**config.mk**
```make
export PLATFORM = sky130hd
export DESIGN_NAME = gcd_driver
export DESIGN_NICKNAME = d
export VERILOG_FILES = /design/src/rtl/gcd_driver.sv
export SDC_FILE = /design/constraint.sdc
export NUM_CORES = 1
export LEC_CHECK = 0
export ABC_AREA = 1
export BUFFER_PORTS_ARGS = -buffer_cell sky130_fd_sc_hd__buf_2
export CAP_MARGIN = 0
export CORE_MARGIN = 8
export CORE_UTILIZATION = 45
export DETAILED_ROUTE_END_ITERATION = 7
export MAX_ROUTING_LAYER = met4
export PLACE_DENSITY = 0.72
export SLEW_MARGIN = 20
export SYNTH_ARGS = -nofsm -noshare
export SYNTH_HDL_FRONTEND = slang
export SYNTH_SLANG_ARGS = --single-unit
```
**constraint.sdc**
```tcl
create_clock -name clk -period 2.28 [get_ports clk]
set_input_delay 0.114 -clock clk [delete_from_list [all_inputs] [get_ports clk]]
set_output_delay 0.114 -clock clk [all_outputs]
set_load 0.01 [all_outputs]
```
**src/rtl/gcd_driver.sv**
```systemverilog
// gcd_driver: sequences one operand pair at a time into an external GCD engine
// and presents the result downstream.
//
// Handshakes (valid/ready): a transfer happens on a rising clk edge where
// valid and ready are both 1. A producer holds valid and its data steady until
// that edge. The input side is ready only in IDLE. The output side holds
// out_valid, out_result and out_err stable in RESP until out_ready is seen.
//
// Optional feature: define GCD_DRV_TIMEOUT_EN to abort a WAIT after TIMEOUT
// cycles without eng_done. An aborted result has out_result=0 and out_err=1.
// Without the macro, WAIT lasts until eng_done and out_err is constant 0.
//
// Ports:
//   clk, rst_n                  clock, asynchronous active-low reset
//   in_valid/in_ready/in_a/in_b operand pair input
//   eng_start, eng_data         engine load: start pulse with A, then B
//   eng_done, eng_result        engine completion level and result
//   out_valid/out_ready         result output handshake
//   out_result, out_err         result value and timeout-abort flag
//   busy                        high whenever the FSM is not IDLE
//   op_count                    completed results, wraps 255->0
module gcd_driver #(
  parameter int WIDTH   = 16,
  parameter int TIMEOUT = 4095
) (
  input  logic             clk,
  input  logic             rst_n,
  input  logic             in_valid,
  output logic             in_ready,
  input  logic [WIDTH-1:0] in_a,
  input  logic [WIDTH-1:0] in_b,
  output logic             eng_start,
  output logic [WIDTH-1:0] eng_data,
  input  logic             eng_done,
  input  logic [WIDTH-1:0] eng_result,
  output logic             out_valid,
  input  logic             out_ready,
  output logic [WIDTH-1:0] out_result,
  output logic             out_err,
  output logic             busy,
  output logic [7:0]       op_count
);

  typedef enum logic [2:0] {
    ST_IDLE   = 3'd0,
    ST_LOAD_A = 3'd1,
    ST_LOAD_B = 3'd2,
    ST_WAIT   = 3'd3,
    ST_RESP   = 3'd4
  } state_t;

  state_t           state_q, state_d;
  logic [WIDTH-1:0] a_q, a_d;
  logic [WIDTH-1:0] b_q, b_d;
  logic [WIDTH-1:0] res_q, res_d;
  logic [7:0]       op_cnt_q, op_cnt_d;

`ifdef GCD_DRV_TIMEOUT_EN
  localparam int CNT_W = $clog2(TIMEOUT + 1);
  logic [CNT_W-1:0] cnt_q, cnt_d;
  logic             err_q, err_d;
`endif

  always_comb begin
    state_d  = state_q;
    a_d      = a_q;
    b_d      = b_q;
    res_d    = res_q;
    op_cnt_d = op_cnt_q;
`ifdef GCD_DRV_TIMEOUT_EN
    cnt_d    = cnt_q;
    err_d    = err_q;
`endif
    case (state_q)
      ST_IDLE: begin
        // in_ready is 1 throughout IDLE, so in_valid alone means acceptance.
        if (in_valid) begin
          a_d = in_a;
          b_d = in_b;
          if (in_a != '0 && in_b != '0) begin
            state_d = ST_LOAD_A;
          end else begin
            // gcd(0,x)=x and gcd(0,0)=0; the engine is not needed.
            res_d   = (in_a == '0) ? in_b : in_a;
`ifdef GCD_DRV_TIMEOUT_EN
            err_d   = 1'b0;
`endif
            state_d = ST_RESP;
          end
        end
      end
      ST_LOAD_A: state_d = ST_LOAD_B;
      ST_LOAD_B: begin
`ifdef GCD_DRV_TIMEOUT_EN
        cnt_d   = '0;
`endif
        state_d = ST_WAIT;
      end
      ST_WAIT: begin
        // eng_done is checked first so that a completion in the same cycle
        // as the timeout still delivers the real result.
        if (eng_done) begin
          res_d   = eng_result;
`ifdef GCD_DRV_TIMEOUT_EN
          err_d   = 1'b0;
`endif
          state_d = ST_RESP;
        end
`ifdef GCD_DRV_TIMEOUT_EN
        else if (cnt_q == CNT_W'(TIMEOUT - 1)) begin
          // This is the TIMEOUT-th WAIT cycle without completion.
          res_d   = '0;
          err_d   = 1'b1;
          state_d = ST_RESP;
        end else begin
          cnt_d = cnt_q + CNT_W'(1);
        end
`endif
      end
      ST_RESP: begin
        if (out_ready) begin
          op_cnt_d = op_cnt_q + 8'd1;
          state_d  = ST_IDLE;
        end
      end
      default: state_d = ST_IDLE;
    endcase
  end

  always_ff @(posedge clk or negedge rst_n) begin
    if (!rst_n) begin
      state_q  <= ST_IDLE;
      a_q      <= '0;
      b_q      <= '0;
      res_q    <= '0;
      op_cnt_q <= '0;
`ifdef GCD_DRV_TIMEOUT_EN
      cnt_q    <= '0;
      err_q    <= 1'b0;
`endif
    end else begin
      state_q  <= state_d;
      a_q      <= a_d;
      b_q      <= b_d;
      res_q    <= res_d;
      op_cnt_q <= op_cnt_d;
`ifdef GCD_DRV_TIMEOUT_EN
      cnt_q    <= cnt_d;
      err_q    <= err_d;
`endif
    end
  end

  // All outputs come from state or registers only.
  assign in_ready   = (state_q == ST_IDLE);
  assign busy       = (state_q != ST_IDLE);
  assign eng_start  = (state_q == ST_LOAD_A);
  // A during LOAD_A, otherwise B. B stays on the bus through WAIT, and both
  // latched operands are zero after reset.
  assign eng_data   = (state_q == ST_LOAD_A) ? a_q : b_q;
  assign out_valid  = (state_q == ST_RESP);
  assign out_result = res_q;
  assign op_count   = op_cnt_q;

`ifdef GCD_DRV_TIMEOUT_EN
  assign out_err = err_q;
`else
  // TIMEOUT has no effect in this build; this expression is the constant 0.
  assign out_err = (TIMEOUT < 0);
`endif

endmodule

```
# == Word level (Yosys, flattened, before mapping) ==
# Index checks and enable logic that the tools add are counted.
# totals
output_inout_bits,45
input_bits,53
ff_bits,59
# classes
mux,11
add_sub_neg,1
reduce_logical,11
eq_ne,8
# ops
operator,count
16-bit two-way mux,5
16-bit case mux with 2 select lines,1
16-bit nonzero test,2
16-bit logical NOT,1
3-bit case mux with 5 select lines,1
3-bit two-way mux,4
8-bit by 1-bit adder with 8-bit output (second input constant),1
3-bit by 2-bit equality test with 1-bit output (second input constant),2
2-bit inequality test (second input constant),3
2-bit AND reduction,2
4-bit AND reduction,1
3-bit by 1-bit equality test with 1-bit output (second input constant),1
3-bit equality test (second input constant),1
3-bit logical NOT,1
3-bit AND reduction,1
3-bit nonzero test,1
2-bit by 1-bit inequality test with 1-bit output (second input constant),1
2-bit nonzero test,1
1-bit logical AND,1

# == Logic depth before layout (Yosys ltp) ==
# logic_depth
depth_word,5
mapped_depth,11
mapped_depth_nobuf,10

# == Worst setup path after synthesis ==
# OpenSTA, ideal clock, no wires.
# synth_timing
path_kind,register -> register
startpoint,register state_q[2]
endpoint,"register res_q[10], in the netlist out_result[10]"
stages_incl_launch_ff,10
path_slack_ns,0.772
required_ns,2.163
setup_time_ns,0.117
arrival_time_ns,1.390
n_path_buf,1
period_less_slack_ns,1.508
path_cell_list,dfrtp_1 -> nor2_1 -> nand2_1 -> inv_1 -> nand2_2 -> nand2_4 -> nand2_4 -> buf_6 -> nand2_1 -> nand2_1
# synth_between
elab_chain_len,3
elab_cells_between_ends,8
# synth_lines
item,line,rtl
"start, declared",52,"state_t state_q, state_d;"
"start signal, assigned",142,state_q <= state_d;
3-bit logical NOT (*),n/a,
net in_ready,29,"output logic in_ready,"
2-bit inequality test (no source line) / 2-bit nonzero test (equally long branches),n/a,
4-bit AND reduction (no source line),n/a,
"end signal, assigned",145,res_q <= res_d;
"end, declared",55,"logic [WIDTH-1:0] res_q, res_d;"
# Mark *: on every way through the listed nets, which the timed path passes. The rest lies on a longest branch.
# A chain may end at the register's enable or synchronous reset.

# == Final worst setup path ==
# layout_timing
startpoint,register state_q[1]
endpoint,output eng_data[0]
# layout_between
elab_chain_len,2
# layout_lines
item,line,rtl
3-bit by 1-bit equality test with 1-bit output,160,assign eng_data = (state_q == ST_LOAD_A) ? a_q : b_q;
16-bit two-way mux,160,
"end, declared",33,"output logic [WIDTH-1:0] eng_data,"
# No other way between the ends.

==> flow_summary.ini <==
[floorplan]
top_level_ports = 98
die_y_um = 99.4
rows = 30
core_area_sq_mm = 0.00676
die_area_sq_mm = 0.00989
initial_utilization_pct = 46.4
die_w_um = 99.4

[clock_network]
clk_latency_ns = 0.35
cts_buffer_depth = 2
cts_hold_buf = 1
ctsResizeCount = 0
htree_levels = 3
clk_root_buffer_cell = clkbuf_8
cts_setup_buffers = 0
cts_buffers = 9
cts_tree = yes
cts.sink_count = 59
clkTransAtPathRegs_ns = 0.07

[setup_path]
rrSetupSlack_ns = 0.44
cp.arrival_ns = 1.78
cp.required_ns = 2.17
end_kind = primary output
critPathLaunchType = flop
cpMostUsedCell = nand2_1
cp_cell_sequence = nor3_2, buf_4, inv_2, nand2_1, nand2_1, buf_2
critPathKind = reg2out
crit_fanout = 18
critical_path.startpoint = state_q[1]$_DFFE_PN0P_
slowest_stage = dfrtp_1
crit_path_max_incr_delay_ns = 0.44
reg2reg_from = state_q[0]$_DFFE_PN0P_
worst-r2r-cell-count = 9
timing.rr.end = out_result[0]$_DFFE_PN0P_

[timing]
final_max_slew_viol_count = 0
tightest_slew_ns = 0.601
relSlewSlack_pct = 59.9
hold_slack_ns = 0.00698
min_period_ns = 1.89
setup-tns-final_ns = 0
hold_viol = 0
period_share_pct = 83.0
rsz0062_at_grt = no
fmax_mhz = 528
skew_ns = 0.00612
setup_viol = 0

[grt]
track_usage_pct = 19.3
grt_overflow = 0
grt_pass1_vias = 3247
grt_pass1_wl_um = 14800
grt_max_degree = 40
antenna_found_initial = 0

[hold_path]
hold_depth = 2
hold_path_end = state_q[2]$_DFFE_PN0P_
hold_path.class = in2reg
min_from = out_ready

[synth]
syn_inst = 426
avgSynthCellArea_sq_um = 7.35
netlist.area_leader.share_pct = 47.1
netlist_top_cells_area = dfrtp_1 (47%), nand2_1 (21%), nand3_1 (8.5%)
synth_top_area_cell = dfrtp_1
synth_edf_count = 0
synth_seq_area_share_pct = 47.1
synth_common_cells = nand2_1 (174), dfrtp_1 (59), nand3_1 (53)
synth_ff_type = dfrtp_1
ys_ff_latch = 59
yosysUniqueCellTypes = 26
synth_warnings = 0
synth_fp_nets = 480
synthArstFlopShare_pct = 100
yosysMostFrequentCell = nand2_1
syn_area_sq_mm = 0.00313

[placed_design]
gp_congestion = 0.818
dpl.cell_count = 591
numPortBuffers = 96
dp_hpwl_um = 6670

[route]
antenna_left = 0
firstDrtPassIters = 4
vias = 3054
postRouteWirelength_um = 8870
viasPerCell = 5.02
wl_per_cell_um = 14.6
drt-initial-drc-count = 194
drcViolationCount = 0

[power]
power_density_mw_per_mm2 = 1280
power_mw = 5.03
ir_drop_mv = 0.521
p_leak_nw = 2.31

[finish]
diodes = 0
seqCellArea_sq_mm = 0.00148
fin_cells = 608
area_growth_pct = 25.5
final_layout_size_suffix_gt1_share_pct = 25.8
multi_input_area_sq_mm = 0.00142
fillers = 647
fin_nets = 577

[flow_run]
maxCapViolCount = 0

[run_status]
outcome = completed
==> sequential cells by signal, summed over array words and instances (netlist names) <==
| register | count |
|---|---|
| a_q | 16 |
| op_count | 8 |
| out_result | 16 |
| state_q | 3 |
| b_q | 16 |
==> kinds of logic (layout without fill, tap and decap cells) <==
group | Yosys count | count (layout) | synth area share [%]
other cells | 1 | 1 | 0.120
xor+xnor | 7 | 7 | 1.96
flops | 59 | 59 | 47.1
fa+ha+maj | 1 | 1 | 0.399
buf+inv | 56 | 158 | 7.55
simple gates | 266 | 266 | 36.5
mux | 1 | 1 | 0.360
compound gates | 35 | 35 | 5.95
==> report_power, final <==
group	internal (mW)	switching, mW	leakage [nW]	total, mW
clock network	0.753	0.417	0.123	1.17
registers	1.50	0.265	0.746	1.76
logic	0.760	1.34	1.44	2.10
==> through the flow <==
step                setup WS [ns]  instance area (sq um)  utilization, %
global route                0.262                   3930            58.2
global placement            0.493                   3680            54.5
CTS                         0.383                   3930            58.2
finish                      0.387                   3930            58.2
floorplan                   0.772                   3130               -
detailed placement          0.453                   3680            54.5
==> critical path: cells and delay by family, from the launching register on <==
kind	cells	cell delay, ns
buffers and inverters	3	0.62
flip-flops	1	0.44
AND/OR/NAND/NOR	3	0.38
==> cells in the final DEF (no fill, tap or decap) <==
| cell type | instances |
|---|---|
| nand2_1 | 174 |
| buf_2 | 96 |
| dfrtp_1 | 59 |
| nand3_1 | 53 |
| inv_1 | 36 |
| o21ai_0 | 33 |
| nor2_1 | 23 |
| clkbuf_8 | 10 |
| buf_4 | 5 |
| nand2_4 | 4 |
| nand2_2 | 4 |
| xor2_1 | 4 |
| inv_2 | 3 |
| nor2_4 | 3 |
| xnor2_1 | 3 |
| bufinv_16 | 3 |
| nor3_1 | 2 |
| clkinv_2 | 2 |
| nor3_2 | 1 |
| nor2_2 | 1 |
| or2_4 | 1 |
| o21ai_4 | 1 |
| o21ai_1 | 1 |
| mux2_2 | 1 |
| ha_1 | 1 |
| conb_1 | 1 |
| clkbuf_1 | 1 |
| dlygate4sd3_1 | 1 |
| buf_12 | 1 |
==> worst max path at each step <==
stage                                 endpoint  cells past startpoint
floorplan           out_result[10]$_DFFE_PN0P_                      9
global route                       eng_data[0]                      6
CTS                                eng_data[0]                      6
detailed placement   out_result[0]$_DFFE_PN0P_                      9
global placement     out_result[3]$_DFFE_PN0P_                      9
finish                             eng_data[0]                      6
==> per-layer routing <==
| metal | share of wire [%] | track usage (%) | vias up |
|---|---|---|---|
| li1 | - | - | 1524 |
| met1 | 43 | 22.1 | 1413 |
| met2 | 50 | 32.1 | 96 |
| met3 | 4.4 | 3.77 | 21 |
| met4 | 2.6 | 8.85 | 0 |
| met5 | 0 | - | - |
==> area by class of cell <==
cell class	instances	share of cell area, %
Clock buffer	11	3.60
Clock inverter	5	2.55
Inverter	39	3.72
Multi-Input combinational cell	311	36.1
Sequential cell	59	37.6
Tap cell	80	2.55
Timing Repair Buffer	103	13.9
Power figures use the tool's default switching activity.
